**config.mk**
```make
export PLATFORM = sky130hd
export DESIGN_NAME = decode_imm_stage_flat
export DESIGN_NICKNAME = d
export VERILOG_FILES = /design/src/rtl/decode_imm_stage_pkg.sv /design/src/rtl/decode_imm_stage_if.sv /design/src/rtl/decode_imm_stage_imm_decode.sv /design/src/rtl/decode_imm_stage.sv /design/src/flat_wrapper.sv
export SDC_FILE = /design/constraint.sdc
export NUM_CORES = 1
export LEC_CHECK = 0
export BUFFER_PORTS_ARGS = -buffer_cell sky130_fd_sc_hd__buf_2
export CAP_MARGIN = 20
export CORE_MARGIN = 4
export CORE_UTILIZATION = 56
export DETAILED_ROUTE_END_ITERATION = 8
export HOLD_SLACK_MARGIN = 0.03
export PLACE_DENSITY = 0.81
export SYNTH_ARGS = -nofsm -noshare
export SYNTH_HDL_FRONTEND = slang
export SYNTH_HIERARCHICAL = 1
export SYNTH_SLANG_ARGS = --single-unit
export TNS_END_PERCENT = 30
```
**constraint.sdc**
```tcl
create_clock -name clk -period 30.6 [get_ports clk]
set_clock_uncertainty 0.05 [all_clocks]
set_input_delay 4.59 -clock clk [delete_from_list [all_inputs] [get_ports clk]]
set_output_delay 4.59 -clock clk [all_outputs]
set_load 0.02 [all_outputs]
```
**src/rtl/decode_imm_stage_pkg.sv**
```systemverilog
// Shared format codes and RV opcode constants for the decode/immediate stage.
package imm_pkg;

  typedef enum logic [2:0] {
    FMT_R = 3'd0,
    FMT_I = 3'd1,
    FMT_S = 3'd2,
    FMT_B = 3'd3,
    FMT_U = 3'd4,
    FMT_J = 3'd5,
    FMT_Z = 3'd6
  } fmt_e;

  localparam logic [6:0] OP_LUI      = 7'b0110111;
  localparam logic [6:0] OP_AUIPC    = 7'b0010111;
  localparam logic [6:0] OP_JAL      = 7'b1101111;
  localparam logic [6:0] OP_JALR     = 7'b1100111;
  localparam logic [6:0] OP_LOAD     = 7'b0000011;
  localparam logic [6:0] OP_OPIMM    = 7'b0010011;
  localparam logic [6:0] OP_SYSTEM   = 7'b1110011;
  localparam logic [6:0] OP_STORE    = 7'b0100011;
  localparam logic [6:0] OP_BRANCH   = 7'b1100011;
  localparam logic [6:0] OP_OP       = 7'b0110011;
  localparam logic [6:0] OP_OPIMM32  = 7'b0011011;
  localparam logic [6:0] OP_OP32     = 7'b0111011;

endpackage

```
**src/rtl/decode_imm_stage_if.sv**
```systemverilog
// Input/output handshake bundle of decode_imm_stage; slave is the stage's view.
interface decode_imm_stage_if #(
  parameter int unsigned XLEN = 32
);
  logic            flush;
  logic            in_valid;
  logic            in_ready;
  logic [31:0]     in_instr;
  logic [XLEN-1:0] in_pc;
  logic            out_valid;
  logic            out_ready;
  logic [31:0]     out_instr;
  logic [XLEN-1:0] out_pc;
  logic [2:0]      out_fmt;
  logic [XLEN-1:0] out_imm;
  logic            out_illegal;

  modport master (
    output flush, in_valid, in_instr, in_pc, out_ready,
    input  in_ready, out_valid, out_instr, out_pc, out_fmt, out_imm, out_illegal
  );

  modport slave (
    input  flush, in_valid, in_instr, in_pc, out_ready,
    output in_ready, out_valid, out_instr, out_pc, out_fmt, out_imm, out_illegal
  );
endinterface

```
**src/rtl/decode_imm_stage_imm_decode.sv**
```systemverilog
// Combinational format/immediate decoder from the opcode field.
// Optional IMM_ZICSR_EN: CSR-immediate SYSTEM ops decode as FMT_Z with uimm.
module imm_decode
  import imm_pkg::*;
#(
  parameter int unsigned XLEN = 32
) (
  input  logic [31:0]     instr,
  output fmt_e            fmt,
  output logic [XLEN-1:0] imm,
  output logic            illegal
);

  logic [31:0] raw;

  always_comb begin
    fmt     = FMT_R;
    illegal = 1'b0;
    unique case (instr[6:0])
      OP_LUI, OP_AUIPC:                     fmt = FMT_U;
      OP_JAL:                               fmt = FMT_J;
      OP_JALR, OP_LOAD, OP_OPIMM:           fmt = FMT_I;
`ifdef IMM_ZICSR_EN
      OP_SYSTEM:                            fmt = instr[14] ? FMT_Z : FMT_I;
`else
      OP_SYSTEM:                            fmt = FMT_I;
`endif
      OP_STORE:                             fmt = FMT_S;
      OP_BRANCH:                            fmt = FMT_B;
      OP_OP:                                fmt = FMT_R;
      OP_OPIMM32:                           if (XLEN == 64) fmt = FMT_I; else illegal = 1'b1;
      OP_OP32:                              if (XLEN == 64) fmt = FMT_R; else illegal = 1'b1;
      default:                              illegal = 1'b1;
    endcase
  end

  // raw is the 32-bit signed immediate; widening below replicates bit 31.
  always_comb begin
    raw = '0;
    if (!illegal) begin
      unique case (fmt)
        FMT_I:   raw = {{20{instr[31]}}, instr[31:20]};
        FMT_S:   raw = {{20{instr[31]}}, instr[31:25], instr[11:7]};
        FMT_B:   raw = {{19{instr[31]}}, instr[31], instr[7], instr[30:25], instr[11:8], 1'b0};
        FMT_U:   raw = {instr[31:12], 12'b0};
        FMT_J:   raw = {{11{instr[31]}}, instr[31], instr[19:12], instr[20], instr[30:21], 1'b0};
        FMT_Z:   raw = {27'b0, instr[19:15]};
        default: raw = '0;
      endcase
    end
    imm = XLEN'(signed'(raw));
  end

endmodule

```
**src/rtl/decode_imm_stage.sv**
```systemverilog
// Decode-at-enqueue stage: decodes format/immediate and buffers in a DEPTH-entry FIFO.
// Optional IMM_ZICSR_EN (see imm_decode) enables the FMT_Z CSR-immediate format.
module decode_imm_stage
  import imm_pkg::*;
#(
  parameter int unsigned XLEN  = 32,
  parameter int unsigned DEPTH = 2
) (
  input  logic               clk,
  input  logic               rst,
  decode_imm_stage_if.slave  bus
);

  localparam int unsigned PTR_W = $clog2(DEPTH);
  localparam int unsigned CNT_W = $clog2(DEPTH + 1);

  typedef struct packed {
    logic [31:0]     instr;
    logic [XLEN-1:0] pc;
    fmt_e            fmt;
    logic [XLEN-1:0] imm;
    logic            illegal;
  } entry_t;

  entry_t           mem_q [DEPTH];
  entry_t           mem_d [DEPTH];
  logic [PTR_W-1:0] wr_ptr_q, wr_ptr_d;
  logic [PTR_W-1:0] rd_ptr_q, rd_ptr_d;
  logic [CNT_W-1:0] count_q, count_d;

  fmt_e             dec_fmt;
  logic [XLEN-1:0]  dec_imm;
  logic             dec_illegal;
  entry_t           wr_entry;
  entry_t           rd_entry;
  logic             full;
  logic             push;
  logic             pop;

  imm_decode #(.XLEN(XLEN)) u_imm_decode (
    .instr   (bus.in_instr),
    .fmt     (dec_fmt),
    .imm     (dec_imm),
    .illegal (dec_illegal)
  );

  // rst gates the handshakes so outputs are quiet during the cycle reset is first seen.
  assign full          = (count_q == CNT_W'(DEPTH));
  assign bus.in_ready  = !full && !rst;
  assign bus.out_valid = (count_q != '0) && !rst;
  assign push          = bus.in_valid && bus.in_ready;
  assign pop           = bus.out_valid && bus.out_ready;

  always_comb begin
    wr_entry.instr   = bus.in_instr;
    wr_entry.pc      = bus.in_pc;
    wr_entry.fmt     = dec_fmt;
    wr_entry.imm     = dec_imm;
    wr_entry.illegal = dec_illegal;
  end

  assign rd_entry        = bus.out_valid ? mem_q[rd_ptr_q] : '0;
  assign bus.out_instr   = rd_entry.instr;
  assign bus.out_pc      = rd_entry.pc;
  assign bus.out_fmt     = rd_entry.fmt;
  assign bus.out_imm     = rd_entry.imm;
  assign bus.out_illegal = rd_entry.illegal;

  always_comb begin
    mem_d    = mem_q;
    wr_ptr_d = wr_ptr_q;
    rd_ptr_d = rd_ptr_q;
    count_d  = count_q;
    if (bus.flush) begin
      wr_ptr_d = '0;
      rd_ptr_d = '0;
      count_d  = '0;
    end else begin
      if (push) begin
        mem_d[wr_ptr_q] = wr_entry;
        wr_ptr_d        = wr_ptr_q + PTR_W'(1);
      end
      if (pop) begin
        rd_ptr_d = rd_ptr_q + PTR_W'(1);
      end
      unique case ({push, pop})
        2'b10:   count_d = count_q + CNT_W'(1);
        2'b01:   count_d = count_q - CNT_W'(1);
        default: count_d = count_q;
      endcase
    end
  end

  always_ff @(posedge clk) begin
    if (rst) begin
      wr_ptr_q <= '0;
      rd_ptr_q <= '0;
      count_q  <= '0;
    end else begin
      wr_ptr_q <= wr_ptr_d;
      rd_ptr_q <= rd_ptr_d;
      count_q  <= count_d;
    end
  end

  always_ff @(posedge clk) begin
    mem_q <= mem_d;
  end

endmodule

```
**src/flat_wrapper.sv**
```systemverilog
// flat-port wrapper written by rule: the top's interface ports become plain ports
module decode_imm_stage_flat import imm_pkg::*;
#(
  parameter int unsigned XLEN  = 32,
  parameter int unsigned DEPTH = 2
)
  (clk, rst, bus_flush, bus_in_valid, bus_in_instr, bus_in_pc, bus_out_ready, bus_in_ready, bus_out_valid, bus_out_instr, bus_out_pc, bus_out_fmt, bus_out_imm, bus_out_illegal);
  decode_imm_stage_if #(.XLEN(XLEN)) bus_i ();
  input  logic clk;
  input  logic rst;
  input wire logic [$bits(bus_i.flush)-1:0] bus_flush;
  input wire logic [$bits(bus_i.in_valid)-1:0] bus_in_valid;
  input wire logic [$bits(bus_i.in_instr)-1:0] bus_in_instr;
  input wire logic [$bits(bus_i.in_pc)-1:0] bus_in_pc;
  input wire logic [$bits(bus_i.out_ready)-1:0] bus_out_ready;
  output wire logic [$bits(bus_i.in_ready)-1:0] bus_in_ready;
  output wire logic [$bits(bus_i.out_valid)-1:0] bus_out_valid;
  output wire logic [$bits(bus_i.out_instr)-1:0] bus_out_instr;
  output wire logic [$bits(bus_i.out_pc)-1:0] bus_out_pc;
  output wire logic [$bits(bus_i.out_fmt)-1:0] bus_out_fmt;
  output wire logic [$bits(bus_i.out_imm)-1:0] bus_out_imm;
  output wire logic [$bits(bus_i.out_illegal)-1:0] bus_out_illegal;
  assign bus_i.flush = bus_flush;
  assign bus_i.in_valid = bus_in_valid;
  assign bus_i.in_instr = bus_in_instr;
  assign bus_i.in_pc = bus_in_pc;
  assign bus_i.out_ready = bus_out_ready;
  assign bus_in_ready = bus_i.in_ready;
  assign bus_out_valid = bus_i.out_valid;
  assign bus_out_instr = bus_i.out_instr;
  assign bus_out_pc = bus_i.out_pc;
  assign bus_out_fmt = bus_i.out_fmt;
  assign bus_out_imm = bus_i.out_imm;
  assign bus_out_illegal = bus_i.out_illegal;
  decode_imm_stage #(.XLEN(XLEN), .DEPTH(DEPTH)) u_core (.clk(clk), .rst(rst), .bus(bus_i));
endmodule
```
## Word-level counts from Yosys, hierarchy flattened

Cells that the tools add are included.

| storage, ports and cells | value |
|---|---|
| output and inout bits | 102 |
| logic and storage cells | 68 |
| bits in latches | 0 |
| memories kept | 0 |
| RAM bits | 0 |
| bits of input ports | 69 |
| bits in read-only memories | 0 |
| register bits | 204 |

| cells by class | value |
|---|---|
| muxes and demuxes | 12 |
| add/sub/neg operators | 4 |
| equal/unequal tests | 19 |
| multipliers | 0 |
| $lt $le $gt $ge | 3 |
| bitwise gates (word level) | 3 |
| shift-type cells | 0 |
| reduce and logical (&&, ||, !) cells | 14 |
| div/mod/pow operators | 0 |

Operators by type and width:

| cell | number |
|---|---|
| 100-bit two-way mux | 5 |
| 200-bit bitwise mux | 1 |
| 32-bit one-hot mux with 6 select lines | 1 |
| 100-bit demux with 1-bit select | 1 |
| 32-bit two-way mux | 1 |
| 7-bit equality test (second input constant) | 4 |
| 7-bit by 6-bit equality test with 1-bit output (second input constant) | 3 |
| 3-bit one-hot mux with 5 select lines | 1 |
| 7-bit by 5-bit equality test with 1-bit output (second input constant) | 2 |
| 10-bit OR reduction | 1 |
| 3-bit equality test (second input constant) | 3 |
| 7-bit by 2-bit equality test with 1-bit output (second input constant) | 1 |
| 3-bit by 2-bit equality test with 1-bit output (second input constant) | 2 |
| 1-bit logical AND | 5 |
| 2-bit equality test (second input constant) | 2 |
| 2-bit greater-or-equal comparator (second input constant) | 2 |
| 1-bit inverter with 2-bit output | 2 |
| 2-bit one-hot mux with 2 select lines | 1 |
| 2-bit nonzero test | 2 |
| 2-bit OR reduction | 2 |
| 4-bit OR reduction | 1 |
| 3-bit by 1-bit equality test with 1-bit output (second input constant) | 1 |
| 1-bit adder (second input constant) | 2 |
| 2-bit by 1-bit adder with 2-bit output (second input constant) | 1 |
| other kinds (7) | 8 |

## Longest topological paths before layout

Gate-level depths: netlist of run 1.

| depth | value |
|---|---|
| word-level depth | 7 |
| depth in mapped cells | 9 |
| mapped depth without buffers | 8 |

## Hierarchy

Netlist of run 1, hierarchy kept.

By module, submodules not included:

| module | area an instance (um^2) | cells an instance | seq. area each (um^2) | times used |
|---|---|---|---|---|
| decode_imm_stage | 7776.2 | 450 | 6085.8 | 1 |
| imm_decode | 638.1 | 86 | 0.0 | 1 |

## Worst setup path after synthesis of run 1

Ideal clock, no wire load.

| path | value |
|---|---|
| path kind | in2reg |
| start | input bus_in_valid |
| end | register u_core/mem_q[0] (netlist name) (enable) |
| buffers on the path | 0 |
| stages | 3 |
| data required time | 29846 ps |
| slack | 17553 ps |
| arrival | 12294 ps |
| library setup time | 704 ps |
| path through | inv_1 > or3_1 > nor3b_1 |

| between the ends | value |
|---|---|
| word-level cells in the longest chain between the ends | 2 |

Ends and longest elaborated chain:

| what | RTL line | text |
|---|---|---|
| start: declaration | flat_wrapper.sv:12 | `input wire logic [$bits(bus_i.in_valid)-1:0] bus_in_valid;` |
| 1-bit logical AND | decode_imm_stage.sv:51 | `assign push = bus.in_valid && bus.in_ready;` |
| 2-bit AND reduction (no line) | -- |  |
| end signal: assignment | decode_imm_stage.sv:107 | `mem_q <= mem_d;` |
| end: declaration | decode_imm_stage.sv:25 | `entry_t mem_q [DEPTH];` |

No other way between the ends.
A chain may end at the register's enable or synchronous reset.

## Worst setup path after layout of run 1

| path | value |
|---|---|
| start | input rst |
| end | output bus_out_illegal |

| between the ends | value |
|---|---|
| word-level cells in the longest chain between the ends | 3 |

Ends and longest elaborated chain:

| what | RTL line | text |
|---|---|---|
| start: declaration | flat_wrapper.sv:10 | `input logic rst;` |
| 1-bit zero test | decode_imm_stage.sv:50 | `assign bus.out_valid = (count_q != '0) && !rst;` |
| 1-bit logical AND | decode_imm_stage.sv:50 |  |
| 100-bit two-way mux | decode_imm_stage.sv:62 | `assign rd_entry = bus.out_valid ? mem_q[rd_ptr_q] : '0;` |
| end: declaration | flat_wrapper.sv:22 | `output wire logic [$bits(bus_i.out_illegal)-1:0] bus_out_illegal;` |

No other way between the ends.

==> flow_summary.toml, run 1 <==
[run_status]
status = "completed"

[floorplan]
num_rows = 44
start_util = 0.5746
die_w_um = 130.6
io_pins = 171
die-height_um = 130.6
core-area_um2 = 14640
die-area_um2 = 17050

[placed_design]
dp.final_hpwl_mm = 10.51
dp_slack_ns = 19.90
finalWeightedCongestion = 0.8297
placed_cells = 865
port_buffers = 170

[timing]
tns_ns = 0
worst-slew-pin-transition_ns = 0.9694
setup_viol = 0
rsz0062_at_grt = "no"
fin_ws_ns = 20.11
finalCriticalPeriod_ns = 10.49
slew_violations = 0
min_period_over_period = 0.3429
slew_headroom = 0.3537
fmax_mhz = 95.29
hold_viol = 0

[yosys]
synthCells = 536
avgSynthCellArea_um2 = 15.70
netlist_area_um2 = 8414
synth_nets = 606
ys_seq_area_frac = 0.7233
ys_types = 46
synth_warnings = 6
synth-seq-cells = 204

[clocking]
clock_latency_ns = 0.47
post_cts_buffers = 0
cts_resized = 0
root_buffer = "clkbuf_16"
cts_buffers = 21
cts_tree = "done"
cts.sinks = 204
htreeDepth = 1
postCtsHoldBufs = 0
clockBufferDepth = 3
cts.clk_slew.worst_paths_ns = 0.06

[route]
routed_wl_mm = 16.63
ant_nets = 0
routed_via_density = 5.465
drt_iter0_drc = 370
via_count = 4940
routedWlPerCell_um = 18.39
dr.pass1.iters = 5
drc_errors = 0

[setup_path]
required_ns = 25.96
critPathKind = "primary input to output port"
cp-end-kind = "output port"
worstPathMaxFanout = 65
arrival_ns = 5.85
crit_path_start_kind = "primary input"

[grt]
grtUsageTotal = 0.1894
grt_pass1_wl_mm = 25.14
grt_pass1_vias = 4931
antenna_found_initial = 0
grt_max_degree = 102
grt-ovfl-total = 0

[pwr]
intPower_uw = 466.2
powerDensity_nw_per_um2 = 58.58
power.total_uw = 585.4
switchingPower_uw = 119.2
cellLeakagePower_uw = 0.003869
p_sw_frac = 0.2037
power_frac_clock = 0.414
power_frac_seq = 0.536
ir_drop_uv = 55.87
p_comb_frac = 0.050

[finish]
multi_input_area_um2 = 2085
nNetsFinal = 775
nFillCells = 1013
drive_above_1_share = 0.3083
antennaDiodeCount = 0
fin_cells = 904
layout_common_cells = "200 x edfxtp_1, 170 x buf_2, 107 x nor2_1"
areaGrowthSynthToFinish_pct = 18.77
final_common_cell = "edfxtp_1"
seqCellArea_um2 = 6090

[flow_run]
maxCapViolCount = 0

[min_path]
hold_class = "flip-flop to flip-flop"
synth_stat cells, drive strengths merged:
cell type | number | area [µm²]
o21ai | 8 | 43.79
o22ai | 1 | 6.260
o2bb2ai | 1 | 8.760
and4 | 1 | 11.26
a31oi | 2 | 18.77
nor3 | 3 | 25.02
and3b | 1 | 8.760
xor2 | 2 | 17.52
a2bb2oi | 1 | 8.760
and2 | 8 | 50.05
a21oi | 5 | 28.78
nand3 | 3 | 15.01
o41ai | 1 | 8.760
a22o | 4 | 35.03
buf | 29 | 237.7
or2 | 2 | 12.52
xnor2 | 2 | 17.52
dfxtp | 4 | 80.08
a32o | 1 | 10.01
or3 | 3 | 18.77
a21o | 19 | 142.6
clkbuf | 1 | 3.750
ha | 1 | 12.51
o211ai | 1 | 7.510
edfxtp | 200 | 6006
and4bb | 1 | 12.51
nor2 | 109 | 424.2
and2b | 2 | 18.77
and3 | 2 | 12.51
nor3b | 3 | 33.78
mux2i | 102 | 1021
nand2 | 7 | 28.78
nor2b | 2 | 12.51
inv | 4 | 15.01
worst paths after layout:
kind         slack [ns]                      startpoint                              to  cells past startpoint
max               20.11                             rst                 bus_out_illegal                      5
max reg2reg       27.78  u_core/count_q[0]$_SDFFE_PP0P_      u_core/mem_q[39]$_DFFE_PP_                      5
min                0.47  u_core/count_q[1]$_SDFFE_PP0P_  u_core/count_q[1]$_SDFFE_PP0P_                      2
min reg2reg        0.47  u_core/count_q[1]$_SDFFE_PP0P_  u_core/count_q[1]$_SDFFE_PP0P_                      2
stage by stage:
stage	area, µm²	hold slack [ns]	util
3_5_place_dp	9308	0.4574	0.6356
3_3_place_gp	9308	0.4393	0.6356
4_1_cts	9966	0.4688	0.6805
6_report	9993	0.4705	0.6824
5_1_grt	9993	0.5006	0.6824
2_1_floorplan	8414	0.4145	-
registers in the layout, summed over array words and instances, names as in the netlist:
register	cells
u_core/rd_ptr_q	1
u_core/mem_q	200
u_core/wr_ptr_q	1
u_core/count_q	2
cell type report:
type                    count  share of cell area
clock buffers              26             0.05446
inverters                   4            0.001502
clock inverters            12             0.01139
multi-input cells         298              0.2086
flip-flops and latches    204              0.6094
well taps                 184             0.02304
repair buffers            176             0.09165
routing by layer:
layer / routed length (µm) / track usage
met1: 6765 / 0.2430
met2: 8620 / 0.3332
met3: 885 / 0.03293
met4: 353 / 0.05505
met5: 0 / 0
power groups by stage:
stage | logic, µW | registers (µW) | clock network [µW]
after detailed placement | 29.3 | 320 | 0
after global routing | 32.4 | 314 | 259
after floorplan | 17.9 | 320 | 0
final | 29.5 | 314 | 242
after global placement | 28.2 | 319 | 0
after CTS | 29.6 | 314 | 247
critical path: stages:
cell and delay [ns]:
buf_2 0.12, or2_4 0.41, buf_16 0.26, nor2_1 0.21, buf_2 0.20
logic make-up (layout without fill, tap and decap cells):
logic type | Yosys count | count (layout) | synth area share
multiplexers | 102 | 102 | 0.1213
adder cells (fa/ha/maj) | 1 | 1 | 0.001487
XOR/XNOR | 4 | 4 | 0.004164
AND/OR/NAND/NOR | 147 | 147 | 0.08134
AO/OA/AOI/OAI | 44 | 44 | 0.03792
flip-flops | 204 | 204 | 0.7233
buffers and inverters | 34 | 218 | 0.03048
No activity file was read; power rests on OpenSTA's default activity.
==> run 2: changes to the inputs <==
- CORE_UTILIZATION: 56 -> 55
- PLACE_DENSITY: 0.81 -> 0.8
- clock period: 30.6 -> 10.9 ns (I/O delays scaled with it)
==> flow_summary.toml, run 2 (synthesis results as in run 1) <==
[pwr]
p_sw_frac = 0.2035
ir_drop_uv = 146.4
intPower_uw = 1297
powerDensity_nw_per_um2 = 163.0
cellLeakagePower_uw = 0.003886
p_comb_frac = 0.051
power_frac_seq = 0.541
switchingPower_uw = 331.3
power_frac_clock = 0.408

[floorplan]
die_w_um = 131.7
die-height_um = 131.7
die-area_um2 = 17340
io_pins = 171
start_util = 0.5703
core-area_um2 = 14750
num_rows = 44

[finish]
largest_reg_flops = 200
nNetsFinal = 775
finish.instance_area_um2 = 9985
layout_common_cells = "200 x edfxtp_1, 170 x buf_2, 107 x nor2_1"
seqCellArea_um2 = 6090
drive_above_1_share = 0.3171
nFillCells = 1045
final_common_cell = "edfxtp_1"
multi_input_area_um2 = 2085
top_regs = "u_core/mem_q: 200 flops, u_core/count_q: 2 flops"
antennaDiodeCount = 0
areaGrowthSynthToFinish_pct = 18.66
largest-register = "u_core/mem_q"

[setup_path]
required_ns = 9.22
crit_family = "buffers and inverters"
crit_buf_inv = 2
crit_slowest_cell = "dfxtp_4"
crit_path_start_kind = "flip-flop"
cpPeakStageDelay_ns = 0.88
arrival_ns = 2.92
worstPathMaxFanout = 54
cp-end-kind = "output port"
crit_chain = "buf_4 -> mux2i_1 -> nor2_1 -> buf_2"
critPathKind = "flip-flop to output port"

[timing]
slew_violations = 0
setup_viol = 0
min_period_over_period = 0.4228
rsz0062_at_grt = "no"
fmax_mhz = 217.0
worst-slew-pin-transition_ns = 0.9773
slew_headroom = 0.3485
tns_ns = 0
hold_viol = 0
finalCriticalPeriod_ns = 4.609
fin_ws_ns = 6.292

[clocking]
cts_buffers = 21
cts_tree = "done"
cts.sinks = 204
cts.clk_slew.worst_paths_ns = 0.06
clockBufferDepth = 3
htreeDepth = 1
cts_resized = 0
root_buffer = "clkbuf_16"
post_cts_buffers = 0
postCtsHoldBufs = 0
clock_latency_ns = 0.48

[run_status]
status = "completed"

[route]
routed_via_density = 5.445
via_count = 4917
drt_iter0_drc = 374
ant_nets = 0
dr.pass1.iters = 5
drc_errors = 0
routedWlPerCell_um = 18.26
routed_wl_mm = 16.49

[min_path]
hold_class = "flip-flop to flip-flop"

[flow_run]
maxCapViolCount = 0

[grt]
grt_max_degree = 102
grt_pass1_wl_mm = 26.49
antenna_found_initial = 0
grtUsageTotal = 0.1874
grt_pass1_vias = 5073
grt-ovfl-total = 0

[placed_design]
placed_area_um2 = 9308
finalWeightedCongestion = 0.7958
dp_slack_ns = 6.097
dp.final_hpwl_mm = 10.67
port_buffers = 170
## run 2: changes by cell type in the layout (fill, tap and decap cells not counted), sizes merged
cell and delta:
bufinv -1, clkbuf -1, clkinv +3, clkinvlp -2
## run 2: metrics by stage
step	cells	hold slack, ns	utilization	power (µW)
2_1_floorplan	536	0.4145	-	948.9
3_3_place_gp	865	0.4382	0.6309	975.8
3_5_place_dp	865	0.4755	0.6309	980.2
4_1_cts	902	0.4824	0.6749	1644
5_1_grt	903	0.5263	0.6767	1687
6_report	903	0.4917	0.6767	1628
## run 2: routing by layer
layer	routed length, µm	part of all wire	vias up	global-route usage
li1	-	-	2323	-
met1	6991	0.42	2398	0.2455
met2	8031	0.49	175	0.3212
met3	1205	0.073	21	0.04396
met4	261	0.016	0	0.04376
met5	0	0	-	0
## run 2: tightest hold or removal path, cell delays in order (launching register included)
cell     delay [ns]
dfxtp_1        0.34
o21ai_0        0.09
a21oi_1        0.07
## run 2: final timing paths
| path | startpoint | endpoint | slack (ns) | depth (start not counted) |
|---|---|---|---|---|
| hold reg to reg | u_core/count_q[1]$_SDFFE_PP0P_ | u_core/count_q[1]$_SDFFE_PP0P_ | 0.49 | 2 |
| setup / recovery | u_core/rd_ptr_q$_SDFFE_PP0P_ | bus_out_instr[11] | 6.29 | 4 |
| hold / removal | u_core/count_q[1]$_SDFFE_PP0P_ | u_core/count_q[1]$_SDFFE_PP0P_ | 0.49 | 2 |
| setup reg to reg | u_core/count_q[0]$_SDFFE_PP0P_ | u_core/mem_q[38]$_DFFE_PP_ | 8.10 | 5 |
## run 2: cell type report
cell class | instances | share of cell area
well taps | 184 | 0.02306
repair buffers | 176 | 0.09173
clock inverters | 12 | 0.008897
multi-input cells | 298 | 0.2088
inverters | 4 | 0.001504
clock buffers | 25 | 0.05614
flip-flops and latches | 204 | 0.6099
## run 2: power by group through the flow
stage / clock network, µW / logic, µW / registers [µW]
after floorplan: 0 / 50.2 / 899
after global placement: 0 / 79.5 / 896
after detailed placement: 0 / 82.9 / 897
after CTS: 680 / 83.3 / 881
after global routing: 715 / 91.3 / 881
final: 664 / 83.1 / 881
==> run 3: changes to the inputs <==
- ABC_AREA: default -> 1
- CORE_UTILIZATION: 55 -> 56
- clock period: 10.9 -> 4.6 ns (I/O delays scaled with it)
==> flow_summary.toml, run 3 <==
[finish]
largest-register = "u_core/mem_q"
largest_reg_flops = 200
fin_cells = 1339
finish.instance_area_um2 = 10760
antennaDiodeCount = 0
top_regs = "u_core/mem_q: 200 flops, u_core/count_q: 2 flops"
drive_above_1_share = 0.2146
layout_common_cells = "486 x nand2_1, 200 x edfxtp_1, 170 x buf_2"
final_common_cell = "nand2_1"
nNetsFinal = 1181
areaGrowthSynthToFinish_pct = 17.18

[setup_path]
endpoint = "bus_out_imm[12]"
critPathKind = "flip-flop to output port"
arrival_ns = 2.30
reg2reg_to = "u_core/mem_q[84]$_DFFE_PP_"
cp-startpoint = "u_core/rd_ptr_q$_SDFFE_PP0P_"
reg2reg_slack_ns = 2.23
worstPathMaxFanout = 59
required_ns = 3.86
crit_path_start_kind = "flip-flop"
cp-end-kind = "output port"
ff2ff_path_depth = 5
reg2reg_from = "u_core/count_q[0]$_SDFFE_PP0P_"

[route]
via_count = 6602
routed_via_density = 4.931
routedWlPerCell_um = 14.30
drt_iter0_drc = 435
routed_wl_mm = 19.15
ant_nets = 0
drc_errors = 0
dr.pass1.iters = 5

[clocking]
cts.sinks = 204
postCtsHoldBufs = 0
cts_tree = "done"
cts.clk_slew.worst_paths_ns = 0.06
cts_resized = 0
htreeDepth = 1
root_buffer = "clkbuf_16"
cts_buffers = 21
clock_latency_ns = 0.48
post_cts_buffers = 0
clockBufferDepth = 3

[yosys]
synthXorXnorAreaFrac = 0.0009537
synth_nets = 1020
synthSimpleGateAreaFrac = 0.2548
synth-seq-cells = 204
synth_warnings = 6
synthCells = 950
avgSynthCellArea_um2 = 9.667
yosys_most_used_dff = "edfxtp_1"
synth_top_area_share = 0.6540
yosys-top-cells-count = "486 x nand2_1, 200 x edfxtp_1, 112 x inv_1"
synth_mux_area_frac = 0
synth_compound_area_frac = 0.002589
synth_area_leaders = "edfxtp_1 65%, nand2_1 20%, inv_1 4.6%"
ys_seq_area_frac = 0.6627
synth_top_family_by_area = "simple AND/OR/NAND/NOR gates"
synth_adder_area_share = 0.001362
synth.most_common_cell = "nand2_1"
ys_types = 25
synth_edf_count = 200
synth_top_area_cell = "edfxtp_1"
netlist_area_um2 = 9184
async_reset_ff_frac = 0

[timing]
rsz0062_at_grt = "no"
setup_viol = 0
slew_violations = 0
slew_headroom = 0.4008
tns_ns = 0
min_period_over_period = 0.6602
worst-slew-pin-transition_ns = 0.8955
finalCriticalPeriod_ns = 3.037
fin_ws_ns = 1.563
hold_viol = 0
fmax_mhz = 329.3

[flow_run]
maxCapViolCount = 0

[pwr]
ir_drop_uv = 243.8
cellLeakagePower_uw = 0.005589
powerDensity_nw_per_um2 = 347.3
power.total_uw = 3737

[floorplan]
die-height_um = 136.1
start_util = 0.5740
die-area_um2 = 18510
num_rows = 46
die_w_um = 136.1
io_pins = 171
core-area_um2 = 16000

[grt]
grt_max_degree = 101
antenna_found_initial = 0
grt_pass1_vias = 6180
grt-ovfl-total = 0
grt_pass1_wl_mm = 29.90
grtUsageTotal = 0.2026

[placed_design]
port_buffers = 170
dp_slack_ns = 1.811
placed_cells = 1304
placed_area_um2 = 10160
finalWeightedCongestion = 0.8127
dp.final_hpwl_mm = 12.56

[min_path]
hp-start = "bus_in_pc[27]"
hold_class = "primary input to flip-flop"

[run_status]
status = "completed"
-- run 3: power by group --
| group | switching (µW) | internal, µW | total, µW |
|---|---|---|---|
| Clock | 643 | 839 | 1480 |
| Combinational | 126 | 54.3 | 180 |
| Sequential | 8.08 | 2070 | 2080 |
| Total | 777 | 2960 | 3740 |
-- run 3: final cells by class --
cell class | instances | area, µm²
Multi-Input combinational cell | 581 | 2411
Clock buffer | 26 | 544.3
Clock inverter | 9 | 52.55
Fill cell | 1232 | 5239
Inverter | 125 | 470.5
Sequential cell | 204 | 6090
Tap cell | 216 | 270.3
Timing Repair Buffer | 178 | 923.4
-- run 3: worst max-delay path, cell delays in order (launching register included) --
cell and delay, ns:
dfxtp_4 0.76, buf_4 0.53, nand2_1 0.11, nand2_1 0.12, nand2_1 0.06, inv_1 0.07, buf_2 0.15
-- run 3: metal layers --
layer,vias to the layer above,share of wire,global-route usage,routed length [µm]
li1,3299,-,-,-
met1,3040,0.39,0.2684,7561
met2,240,0.50,0.3495,9487
met3,23,0.093,0.03849,1782
met4,0,0.016,0.04647,312
met5,-,0,0,0
-- run 3: how the worst min path moves through the flow --
stage,to,slack (ns),cells after the start
5_1_grt,u_core/mem_q[63]$_DFFE_PP_,0.32,1
4_1_cts,u_core/mem_q[140]$_DFFE_PP_,0.33,1
3_5_place_dp,u_core/count_q[1]$_SDFFE_PP0P_,0.50,2
3_3_place_gp,u_core/count_q[1]$_SDFFE_PP0P_,0.48,2
2_1_floorplan,u_core/count_q[1]$_SDFFE_PP0P_,0.45,2
6_report,u_core/mem_q[163]$_DFFE_PP_,0.34,1
-- run 3: logic make-up after synthesis --
kind of cell               after synthesis
DFF                                    204
and+or+nand+nor                        575
adders and majority gates                1
buffers and inverters                  165
AOI/OAI and AO/OA                        4
xor gates and xnor gates                 1
-- run 3: metrics by stage --
step,hold WS (ns),util
5_1_grt,0.3224,0.6726
2_1_floorplan,0.4526,-
3_5_place_dp,0.4962,0.6353
6_report,0.3437,0.6726
4_1_cts,0.3255,0.6726
3_3_place_gp,0.4787,0.6353
